**src/rtl/polyvec_compress_pack_pkg.sv**
```systemverilog
// Shared constants for the Kyber polyvec 10-bit compress-and-pack datapath.
// Contents: modulus, rounding constant, lane/group/word/accumulator widths and
// the reciprocal used to replace the divide by KYBER_Q.
package polyvec_compress_pack_pkg;

    localparam int unsigned KYBER_Q     = 3329;
    localparam int unsigned ROUND_C     = 1664;
    localparam int unsigned COEFF_W     = 12;
    localparam int unsigned CMP_W       = 10;
    localparam int unsigned LANES       = 4;
    localparam int unsigned GROUP_W     = LANES * CMP_W;     // 40
    localparam int unsigned WORD_W      = 64;
    localparam int unsigned ACC_W       = 128;
    localparam int unsigned FILL_W      = 8;                 // must hold 0..128
    localparam int unsigned FILL_MAX_IN = ACC_W - GROUP_W;   // 88

    // x'*1024 + 1664 <= 3409536 fits in 22 bits.
    localparam int unsigned SCALED_W    = 22;

    // floor(n/3329) == (n * RECIP_M) >> RECIP_SHIFT for every n < 2^22:
    // 2^34 = 3329*5160669 + 2083, so RECIP_M*3329 - 2^34 = 1246 and
    // 1246 * 3409536 < 2^34, which keeps the truncation error below 1/3329.
    localparam int unsigned RECIP_M     = 5160670;
    localparam int unsigned RECIP_SHIFT = 34;
    localparam int unsigned PROD_W      = 45;

endpackage

```
**src/rtl/poly_compress10_lane.sv**
```systemverilog
// One coefficient lane: reduce mod Q and scale (S1), then reciprocal-multiply
// quotient (S2), giving round(x*1024/Q) mod 1024.
// Ports: clk, rst_n; s1_en/s2_en load the S1/S2 registers; x is the 12-bit
// input coefficient; c is the registered 10-bit compressed value.
module poly_compress10_lane
    import polyvec_compress_pack_pkg::*;
#(
    parameter int unsigned Q = KYBER_Q
) (
    input  logic               clk,
    input  logic               rst_n,
    input  logic               s1_en,
    input  logic               s2_en,
    input  logic [COEFF_W-1:0] x,
    output logic [CMP_W-1:0]   c
);

    logic [COEFF_W-1:0]  x_red;
    logic [SCALED_W-1:0] scaled_d, scaled_q;
    logic [PROD_W-1:0]   prod;
    logic [CMP_W-1:0]    c_d, c_q;

    // S1 reduce/scale and S2 quotient; the cast to CMP_W is the mod 1024.
    always_comb begin
        x_red    = (x >= COEFF_W'(Q)) ? (x - COEFF_W'(Q)) : x;
        scaled_d = scaled_q;
        if (s1_en) begin
            scaled_d = {x_red, 10'b0} + SCALED_W'(ROUND_C);
        end
        prod = PROD_W'(scaled_q) * PROD_W'(RECIP_M);
        c_d  = c_q;
        if (s2_en) begin
            c_d = CMP_W'(prod >> RECIP_SHIFT);
        end
    end

    always_ff @(posedge clk or negedge rst_n) begin
        if (!rst_n) begin
            scaled_q <= '0;
            c_q      <= '0;
        end else begin
            scaled_q <= scaled_d;
            c_q      <= c_d;
        end
    end

    assign c = c_q;

endmodule

```
**src/rtl/polyvec_compress_pack.sv**
```systemverilog
// Kyber polyvec compress (d=10) and LSB-first bit packer into 64-bit words.
// Ports: clk, rst_n (async, active-low);
//   in_valid/in_ready/in_coeffs[47:0]/in_last : four 12-bit coefficients per beat;
//   out_valid/out_ready/out_data[63:0]/out_last : packed little-endian words,
//   out_last marks the word that empties the packer at the end of a polynomial.
module polyvec_compress_pack
    import polyvec_compress_pack_pkg::*;
#(
    parameter int unsigned KYBER_Q = 3329,
    parameter int unsigned KYBER_K = 2
) (
    input  logic                       clk,
    input  logic                       rst_n,
    input  logic                       in_valid,
    output logic                       in_ready,
    input  logic [LANES*COEFF_W-1:0]   in_coeffs,
    input  logic                       in_last,
    output logic                       out_valid,
    input  logic                       out_ready,
    output logic [WORD_W-1:0]          out_data,
    output logic                       out_last
);

    // A configuration with no polynomials never accepts input.
    localparam logic K_OK = (KYBER_K != 0);

    logic s1_valid_d, s1_valid_q, s1_last_d, s1_last_q;
    logic s2_valid_d, s2_valid_q, s2_last_d, s2_last_q;
    logic [ACC_W-1:0]  acc_d, acc_q, acc_after;
    logic [FILL_W-1:0] fill_d, fill_q, fill_after;
    logic flush_d, flush_q;
    logic out_valid_d, out_valid_q, out_last_d, out_last_q;
    logic [WORD_W-1:0] out_data_d, out_data_q;
    logic out_free, drain, pad, emit, emit_last;
    logic s3_take, s2_free, s2_load, s1_free, in_fire;
    logic [LANES-1:0][CMP_W-1:0] lane_c;

    for (genvar i = 0; i < LANES; i++) begin : g_lane
        poly_compress10_lane #(.Q(KYBER_Q)) u_lane (
            .clk   (clk),
            .rst_n (rst_n),
            .s1_en (in_fire),
            .s2_en (s2_load),
            .x     (in_coeffs[i*COEFF_W +: COEFF_W]),
            .c     (lane_c[i])
        );
    end

    // Packer, backpressure chain and output register next-state.
    always_comb begin
        out_free = !out_valid_q || out_ready;
        drain    = out_free && (fill_q >= FILL_W'(WORD_W));
        // Bits above fill are always zero, so the low word is already padded.
        pad      = out_free && flush_q && (fill_q != '0) && (fill_q < FILL_W'(WORD_W));
        emit     = drain || pad;

        acc_after  = acc_q;
        fill_after = fill_q;
        if (drain) begin
            acc_after  = acc_q >> WORD_W;
            fill_after = fill_q - FILL_W'(WORD_W);
        end else if (pad) begin
            acc_after  = '0;
            fill_after = '0;
        end
        emit_last = emit && flush_q && (fill_after == '0);

        // The next polynomial may not mix with a tail still awaiting its flush.
        s3_take = s2_valid_q && (fill_after <= FILL_W'(FILL_MAX_IN))
                  && (!flush_q || emit_last);
        s2_free = !s2_valid_q || s3_take;
        s2_load = s1_valid_q && s2_free;
        s1_free = !s1_valid_q || s2_free;

        in_ready = rst_n && K_OK && s1_free;
        in_fire  = in_valid && in_ready;

        s1_valid_d = s1_free ? in_fire : s1_valid_q;
        s1_last_d  = in_fire ? in_last : s1_last_q;
        s2_valid_d = s2_free ? s1_valid_q : s2_valid_q;
        s2_last_d  = s2_load ? s1_last_q : s2_last_q;

        acc_d  = acc_after;
        fill_d = fill_after;
        if (s3_take) begin
            acc_d  = acc_after | (ACC_W'(lane_c) << fill_after);
            fill_d = fill_after + FILL_W'(GROUP_W);
        end

        flush_d = flush_q;
        if (emit_last) begin
            flush_d = 1'b0;
        end
        if (s3_take && s2_last_q) begin
            flush_d = 1'b1;
        end

        out_valid_d = out_valid_q;
        out_data_d  = out_data_q;
        out_last_d  = out_last_q;
        if (emit) begin
            out_valid_d = 1'b1;
            out_data_d  = acc_q[WORD_W-1:0];
            out_last_d  = emit_last;
        end else if (out_valid_q && out_ready) begin
            out_valid_d = 1'b0;
            out_last_d  = 1'b0;
        end
    end

    always_ff @(posedge clk or negedge rst_n) begin
        if (!rst_n) begin
            s1_valid_q  <= 1'b0;
            s1_last_q   <= 1'b0;
            s2_valid_q  <= 1'b0;
            s2_last_q   <= 1'b0;
            acc_q       <= '0;
            fill_q      <= '0;
            flush_q     <= 1'b0;
            out_valid_q <= 1'b0;
            out_data_q  <= '0;
            out_last_q  <= 1'b0;
        end else begin
            s1_valid_q  <= s1_valid_d;
            s1_last_q   <= s1_last_d;
            s2_valid_q  <= s2_valid_d;
            s2_last_q   <= s2_last_d;
            acc_q       <= acc_d;
            fill_q      <= fill_d;
            flush_q     <= flush_d;
            out_valid_q <= out_valid_d;
            out_data_q  <= out_data_d;
            out_last_q  <= out_last_d;
        end
    end

    assign out_valid = out_valid_q;
    assign out_data  = out_data_q;
    assign out_last  = out_last_q;

endmodule

```
**config.mk**
```make
export PLATFORM = sky130hd
export DESIGN_NAME = polyvec_compress_pack
export DESIGN_NICKNAME = d
export VERILOG_FILES = /design/src/rtl/polyvec_compress_pack_pkg.sv /design/src/rtl/poly_compress10_lane.sv /design/src/rtl/polyvec_compress_pack.sv
export SDC_FILE = /design/constraint.sdc
export NUM_CORES = 2
export LEC_CHECK = 0
export ABC_AREA = 1
export CAP_MARGIN = 20
export CORE_ASPECT_RATIO = 0.8
export CORE_MARGIN = 5
export CORE_UTILIZATION = 65
export CTS_BUF_LIST = sky130_fd_sc_hd__clkbuf_4
export DETAILED_ROUTE_END_ITERATION = 8
export DONT_BUFFER_PORTS = 1
export PLACE_DENSITY_LB_ADDON = 0.1
export SKIP_LAST_GASP = 1
export SLEW_MARGIN = 20
export SYNTH_ARGS = -nofsm -noshare
export SYNTH_HDL_FRONTEND = slang
export SYNTH_SLANG_ARGS = --single-unit
```
**constraint.sdc**
```tcl
create_clock -name clk -period 9.69 [get_ports clk]
set_input_delay 1.938 -clock clk [delete_from_list [all_inputs] [get_ports clk]]
set_output_delay 1.938 -clock clk [all_outputs]
set_load 0.03 [all_outputs]
```
==> reports/results.tsv <==
metric	value	unit
status	finished, final reports clean	
reg-to-reg startpoint	g_lane[0].u_lane.scaled_q[9]$_DFFE_PN0P_	
Final nets	6643	
Hold Crit Depth	2	
total I/O pin count	120	
WP data arrival	4990	ps
Clk Latency, worst-skew pair	860	ps
post-synthesis sequential area ratio	17.1	%
largest net degree at the start of global routing	299	
crit-path max FO	63	
Worst Setup SP	out_ready	
main area contributors after synthesis	fa_1, ha_1, dfrtp_1, nand2_1, inv_1	
Avg Inst Size Synth	7.87	µm²
post-route setup slack	2760	ps
fin util	68.2	%
RR Endpoint	g_lane[0].u_lane.c[7]$_DFFE_PN0P_	
r2r setup slk	3150	ps
Worst Max-Slew Pin Slew	995	ps
final period utilization	71.5	%
Hold Path End	g_lane[0].u_lane.c[2]$_DFFE_PN0P_	
total of flip-flops plus latches after synthesis	296	
vias in the first global route	35947	
FP Rows	84	
Die W	299	µm
# fillers	5711	
clock-pin slew on the worst setup and hold paths	50	ps
gr ovfl total	0	
drt initial violations	3029	
RSZ-0062 raised after global routing	false	
hold path start	g_lane[0].u_lane.c[2]$_DFFE_PN0P_	
Max clock buf depth	3	
vias	36343	
full die area	71900	µm²
Remaining DRCs	0	
Pre-antenna DRT Iters	8	
crit path kind	input pin to output pin	
RePlAce Congestion	1.04	
port bufs	0	
Detail Route Antenna Nets	0	
clock sink total	296	
Via density	5.69	
total track usage	34.2	%
total CTS buffers	81	
first-pass GRT wire length	196000	µm
Setup Buffers After CTS	0	
Hold Path Class	flip-flop to flip-flop	
area delta synth->final	3.72	%
relative slew slack	33.7	%
core area	65900	µm²
worst-case reg-to-reg path depth	24	
minimum clock period	6930	ps
Fmax	144	MHz
routed length per instance	19.0	µm
DIE HEIGHT	241	µm
Synth top area share	22.2	%
H-tree levels	3	
max cap viols	0	
drt total wl	121000	µm
Syn Inst Count	5499	
post-cts gate resize count	0	
final setup fails	0	
clk_skew	107	ps
initial antenna violation count	7	
Netlist Area Pre-Place	43300	µm²
DP HPWL	99000	µm
CTS tree	done	
CP Data Required Time	7750	ps
critical path launch point type	input pin	
Hold Vio Cnt, Final	0	
Setup TNS Final	0	ps
crit end category	output pin	
layout cells sized above 1	3.44	%
Synth Net Count	6682	
hold buffer count at CTS	0	
Netlist cell types	56	
Max Slew Vio Count	0	
Initial Util	65.7	%
Root Buffer	clkbuf_4	
worst slack at placement	2830	ps
cell taking the most area after synthesis	fa_1	
Ys Warns	0	
registers in the layout, indices dropped and copies added (netlist names), 8 cells and up:
signal,cells
g_lane.u_lane.scaled_q,49
fill_q,8
acc_q,128
out_data,64
g_lane.u_lane.c,40
synthesized netlist by cell type (all sizes together):
cell     count
o22ai        1
o211ai      12
nand3b      13
and2         2
o2111ai      2
nand3      522
nand4       83
nor4        12
nor3        44
nor4b        1
a211o        2
o21bai      17
ha         650
o221a        1
o211a        1
fa         480
xor2        78
o311ai       1
o221ai       4
nand2     1355
a21o        18
o31ai        6
dfrtp      296
a21boi       5
a22o        14
inv       1059
o21a        10
a21oi      163
a2111oi      2
a22oi       14
a211oi       3
clkinv       2
nor2       230
a31oi       21
buf         70
xnor2       37
or2          3
clkbuf      68
o21ai      197
worst max-delay path, cell delays in order:
cell	delay (ps)
inv_1	30
nand2_2	100
nand2_1	80
nor2_2	140
nand2_4	280
nand2_4	640
inv_4	450
nor2_8	280
nand2_1	110
nor2_1	120
nand2_2	90
nand2_4	90
nand2_4	100
nand3_2	200
nand2_1	90
inv_1	230
worst max path at each step:
stage                                        endpoint  slack (ps)  cells past startpoint
finish                                       in_ready        2760                     16
global route                                 in_ready        2560                     16
CTS                                          in_ready        2810                     16
detailed placement                           in_ready        2830                     16
global placement                             in_ready        2880                     16
floorplan           g_lane[3].u_lane.c[4]$_DFFE_PN0P_        3460                     20
cell families after synthesis:
family / count (synthesis) / share of synthesized area, %
buffers and inverters: 1199 / 10.7
xor gates and xnor gates: 115 / 2.33
adders and majority gates: 1130 / 41.0
AOI/OAI and AO/OA: 494 / 6.57
DFF: 296 / 17.1
and+or+nand+nor: 2265 / 22.3
cell usage in the layout (no fill, tap or decap), types with 13 or more instances in the layout:
cell	count
a22oi_1	14
inv_1	1049
o21ai_1	36
nor3_1	42
nor2_1	222
xor2_1	78
a21oi_1	160
buf_4	16
a31oi_1	21
o21bai_1	17
fa_1	480
ha_1	650
nand3b_1	13
nand2_1	1342
a22o_1	14
nand4_1	83
a21o_1	18
o21ai_0	160
clkinv_1	23
nand3_1	516
dfrtp_1	295
clkbuf_4	112
xnor2_1	37
through the flow:
stage / hold slack, ps / area (µm²) / instances
after floorplan: 449 / 43300 / 5499
after global placement: 457 / 43900 / 6237
after detailed placement: 464 / 43900 / 6237
after CTS: 479 / 44900 / 6383
after global routing: 499 / 44900 / 6384
final: 478 / 44900 / 6385
final cells by class:
type / count / area (µm²) / area share, %
multi-input cells: 4004 / 31300 / 69.6
flip-flops and latches: 296 / 7410 / 16.5
inverters: 1061 / 3990 / 8.89
well taps: 860 / 1080 / 2.40
clock buffers: 112 / 841 / 1.87
clock inverters: 34 / 210 / 0.468
repair buffers: 16 / 120 / 0.267
diodes: 2 / 5.00 / 0.0111
metal layers:
layer  vias to the layer above  track usage [%]  share of wire [%]
li1                      17450                -                  -
met1                     17288             51.7                 47
met2                      1398             50.5                 42
met3                       201             8.18                9.5
met4                         6             7.60                2.2
met5                         -                0              0.032
Power is not shown: default switching activity piles up to over one toggle a cycle in this logic, so the estimate is an artifact.
